`src/rtl/encoder_pkg.sv`:
```
// Shared widths and FSM state type for the 8-to-3 request encoder.
package encoder_pkg;

    localparam int IN_WIDTH  = 8;
    localparam int IDX_WIDTH = 3;

    typedef enum logic {
        IDLE    = 1'b0,
        PRESENT = 1'b1
    } state_t;

endpackage

```
`src/rtl/prio_enc_8_3.sv`:
```
// Combinational selector: returns the first set bit of vector, searching
// upward from base and wrapping 7->0. With base=0 this is plain
// lowest-index-wins priority.
module prio_enc_8_3
    import encoder_pkg::*;
(
    input  logic [IN_WIDTH-1:0]  vector,
    input  logic [IDX_WIDTH-1:0] base,
    output logic [IDX_WIDTH-1:0] idx,
    output logic                 any
);

    logic [IDX_WIDTH-1:0] pos;

    // Walk positions base, base+1, ... (mod 8) and keep the first hit.
    always_comb begin
        idx = '0;
        any = 1'b0;
        pos = '0;
        for (int i = 0; i < IN_WIDTH; i++) begin
            pos = base + i[IDX_WIDTH-1:0];
            if (!any && vector[pos]) begin
                idx = pos;
                any = 1'b1;
            end
        end
    end

endmodule

```
`src/rtl/request_encoder_8_3.sv`:
```
// Request encoder: captures request bits into a pending set and presents
// them one index at a time through a valid/ready output register.
// Define REQUEST_ENCODER_ROUND_ROBIN_EN to make the search start at a
// rotating pointer instead of always at bit 0.
module request_encoder_8_3
    import encoder_pkg::*;
(
    input  logic                 clk,
    input  logic                 rst,
    input  logic                 en,
    input  logic [IN_WIDTH-1:0]  req,
    output logic [IDX_WIDTH-1:0] out_idx,
    output logic                 out_valid,
    input  logic                 out_ready,
    output logic [IN_WIDTH-1:0]  pending
);

    state_t               state_q, state_d;
    logic [IN_WIDTH-1:0]  pending_q, pending_d;
    logic [IDX_WIDTH-1:0] out_idx_q, out_idx_d;
    logic [IDX_WIDTH-1:0] base;
    logic [IDX_WIDTH-1:0] sel_idx;
    logic                 sel_any;
    logic                 load;
    logic [IN_WIDTH-1:0]  load_mask;

`ifdef REQUEST_ENCODER_ROUND_ROBIN_EN
    logic [IDX_WIDTH-1:0] ptr_q, ptr_d;

    assign base = ptr_q;

    // Pointer moves just past whatever index was loaded last.
    always_comb begin
        ptr_d = ptr_q;
        if (load) ptr_d = sel_idx + 3'd1;
    end

    // Pointer register, cleared on reset.
    always_ff @(posedge clk) begin
        if (rst) ptr_q <= '0;
        else     ptr_q <= ptr_d;
    end
`else
    assign base = '0;
`endif

    // Selection looks only at registered pending bits, never at req.
    prio_enc_8_3 u_sel (
        .vector (pending_q),
        .base   (base),
        .idx    (sel_idx),
        .any    (sel_any)
    );

    // Next state, load decision and pending update. New captures are ORed
    // after the clear so a bit arriving as it is loaded stays pending.
    always_comb begin
        state_d   = state_q;
        out_idx_d = out_idx_q;
        load      = 1'b0;
        case (state_q)
            IDLE: begin
                if (sel_any) begin
                    load    = 1'b1;
                    state_d = PRESENT;
                end
            end
            PRESENT: begin
                if (out_ready) begin
                    if (sel_any) load    = 1'b1;
                    else         state_d = IDLE;
                end
            end
            default: state_d = IDLE;
        endcase
        load_mask = '0;
        if (load) begin
            load_mask[sel_idx] = 1'b1;
            out_idx_d          = sel_idx;
        end
        pending_d = (pending_q & ~load_mask) | (en ? req : '0);
    end

    // State, pending set and output index registers.
    always_ff @(posedge clk) begin
        if (rst) begin
            state_q   <= IDLE;
            pending_q <= '0;
            out_idx_q <= '0;
        end else begin
            state_q   <= state_d;
            pending_q <= pending_d;
            out_idx_q <= out_idx_d;
        end
    end

    assign out_valid = (state_q == PRESENT);
    assign out_idx   = out_idx_q;
    assign pending   = pending_q;

endmodule

```
`config.mk`:
```
export PLATFORM = sky130hd
export DESIGN_NAME = request_encoder_8_3
export DESIGN_NICKNAME = d
export VERILOG_FILES = /design/src/rtl/encoder_pkg.sv /design/src/rtl/prio_enc_8_3.sv /design/src/rtl/request_encoder_8_3.sv
export SDC_FILE = /design/constraint.sdc
export NUM_CORES = 1
export LEC_CHECK = 0
export ABC_AREA = 0
export BUFFER_PORTS_ARGS = -buffer_cell sky130_fd_sc_hd__buf_4
export CELL_PAD_IN_SITES_DETAIL_PLACEMENT = 1
export CELL_PAD_IN_SITES_GLOBAL_PLACEMENT = 2
export CORE_AREA = 2 2 54 51
export DETAILED_ROUTE_END_ITERATION = 12
export DIE_AREA = 0 0 56 53
export HOLD_SLACK_MARGIN = 0.08
export PLACE_DENSITY = 0.81
export SLEW_MARGIN = 20
export SYNTH_ARGS = -nofsm -noshare
export SYNTH_HDL_FRONTEND = slang
export SYNTH_SLANG_ARGS = --single-unit
```
`constraint.sdc`:
```
create_clock -name clk -period 1.8 [get_ports clk]
set_input_delay 0.18 -clock clk [delete_from_list [all_inputs] [get_ports clk]]
set_output_delay 0.18 -clock clk [all_outputs]
set_load 0.02 [all_outputs]
```
==> run_results.csv <==
group,metric,value,unit
synth,synthCells,63,
critical_path,cp_max_fo,6,
clock_network,cts.path.max_buffers,2,
clock_network,htreeDepth,1,
pwr,power.density,988,nW/um2
synth,yosysWarnings,0,
status,outcome,"finished clean",
critical_path,r2r_slack,0.19,ns
critical_path,worstPathRequired,1.95,ns
synth,synth_area_leaders,"dfxtp_1 42%, a21oi_1 9.5%, a211oi_1 7.8%",
global_route,grt_antenna_before_repair,0,
critical_path,worst-setup-path-type,"reg2reg",
placement,place_inst,112,
drt,ant_nets,0,
global_route,grt_pass1_vias,623,
flow_run,max-cap-violations,0,
drt,wl,1750,um
synth,synth_top_cell_by_area,"dfxtp_1",
clock_network,postCtsHoldBufs,0,
synth,syn_nets,75,
synth,synth_common_cells,"12 x dfxtp_1, 11 x a21oi_1, 9 x nor2_1",
pwr,p_leak,0.335,nW
synth,syn_area,577,um2
sta,clock_skew,0.00330,ns
placement,dp_hpwl,1380,um
synth,synth_edf_count,0,
critical_path,crit_arrival,1.75,ns
critical_path,cp-start-kind,"flip-flop",
floorplan,die_area,2970,um2
pwr,irDropWorstVdd,0.000401,V
sta,setup_viol,0,
cells_and_area,antenna_cells,0,
cells_and_area,fin_cells,116,
critical_path,cp_slowest_cell,"or4_4",
global_route,grt_pass1_wl,2940,um
clock_network,cts_buffers,3,
clock_network,postCtsSetupBuffers,0,
drt,vias,602,
synth,synthFlopType,"dfxtp_1",
global_route,grt.total_usage,13.2,%
worst_hold_path,min_path_type,"in2reg",
floorplan,initial_core_util,24.2,%
synth,yosys.cell_types.count,24,
placement,portBuffers,23,
synth,synth.yosys.seq_area_share,41.6,%
sta,setup_tns,0,ns
clock_network,tritoncts,"done",
sta,rsz0062_at_grt,"false",
sta,hold_violations,0,
critical_path,cp-end-kind,"flip-flop",
drt,via_per_inst,5.19,
floorplan,die_w,56,um
sta,timing.final.crit_period,1.61,ns
global_route,grt.overflow.total,0,
floorplan,die_h,53,um
synth,yosys_register_bits,12,
cells_and_area,drive_gt1_share,37.5,%
floorplan,io_pins,24,
floorplan,core.rowCount,17,
synth,post-synth-top-count-cell,"dfxtp_1",
clock_network,post_cts_resize_count,0,
sta,relSlewSlack,66.7,%
sta,drv_slew,0,
clock_network,path_clk_slew,0.08,ns
sta,max_clock_freq,622,MHz
drt,drc,0,
critical_path,crit_family,"simple AND/OR/NAND/NOR gates",
clock_network,cts-root-buf,"clkbuf_4",
global_route,grt_max_degree,14,
sta,period_share,89.3,%
placement,gp_congestion,0.743,
drt,drt_first_pass_iters,2,
sta,hold_ws,0.161,ns
sta,tightest_slew,0.494,ns
clock_network,clock_latency,0.27,ns
cells_and_area,synthToLayoutAreaGrowth,41.0,%
cells_and_area,final_nets,101,
drt,dr.first_iter.drc_count,1,
synth,async_flop_share,0,%
critical_path,critical_path.cell_chain,"or4_4 -> nor4_4 -> a21o_2 -> a311oi_1",
synth,yosysTopAreaCellShare,41.6,%
synth,synth.avg_cell_area,9.16,um2
drt,avgRoutedWirePerCell,15.0,um
critical_path,path_buf_inv,0,
clock_network,cts.sinks,12,
floorplan,coreArea,2380,um2
critical_path,max_stage_delay,0.59,ns
[state kept, by name, indices dropped and copies added (netlist names)]
register,flops
out_valid,1
pending,8
out_idx,3
[worst reg2reg max path, cell delays in order (launching register included)]
cell and delay, ns:
dfxtp_1 0.38, or4_4 0.59, nor4_4 0.24, a21o_2 0.19
a311oi_1 0.08
[power breakdown]
group / switching [W] / internal [W]
Combinational: 0.000143 / 0.000115
Sequential: 0.0000349 / 0.000295
Clock: 0.0000925 / 0.000123
Total: 0.000270 / 0.000533
[path summary, 6_finish.rpt]
| check | from | endpoint | cells after the start |
|---|---|---|---|
| min reg2reg | out_idx[1]$_SDFFE_PP0P_ | out_idx[1]$_SDFFE_PP0P_ | 2 |
| max reg2reg | pending[0]$_SDFF_PP0_ | pending[5]$_SDFF_PP0_ | 4 |
| min | req[6] | pending[6]$_SDFF_PP0_ | 3 |
| max | pending[0]$_SDFF_PP0_ | pending[5]$_SDFF_PP0_ | 4 |
[per-stage QoR]
stage	power [W]	util [%]	cell area [um2]	setup slack (ns)
finish	0.000803	34.1	813	0.193
global route	0.000861	34.1	813	0.104
CTS	0.000816	34.1	813	0.188
detailed placement	0.000597	32.6	777	0.203
global placement	0.000591	32.6	777	0.272
floorplan	0.000494	-	577	0.245
[layout make-up]
class	count	area [um2]
fill	298	1570
multi-input combinational	48	325
sequential	12	240
timing repair buffer	23	173
clock buffer	4	36.3
tap	28	35.0
inverter	1	3.75
[metal layers]
metal  global-route usage (%)  vias up  wire length, um
met5                        0        -                0
met1                     15.4      289              777
met4                     5.95        0               27
met2                     21.8       20              836
li1                         -      291                -
met3                     5.13        2              104
[cells by family (layout without fill, tap and decap cells)]
| kind of cell | after synthesis | after routing | synth area share, % |
|---|---|---|---|
| DFF | 12 | 12 | 41.6 |
| AOI/OAI and AO/OA | 27 | 27 | 34.5 |
| buffers and inverters | 3 | 28 | 1.95 |
| and+or+nand+nor | 21 | 21 | 21.9 |
[cells in the final DEF (no fill, tap or decap), drive strengths merged, types with 2 or more instances in the layout]
master	count
buf	23
a211oi	7
a22oi	2
nand2	2
nor2	9
a21oi	11
nand2b	3
nor4	2
clkbuf	4
dfxtp	12
nor3	2
Note: power is estimated with default switching activity, not from simulation.
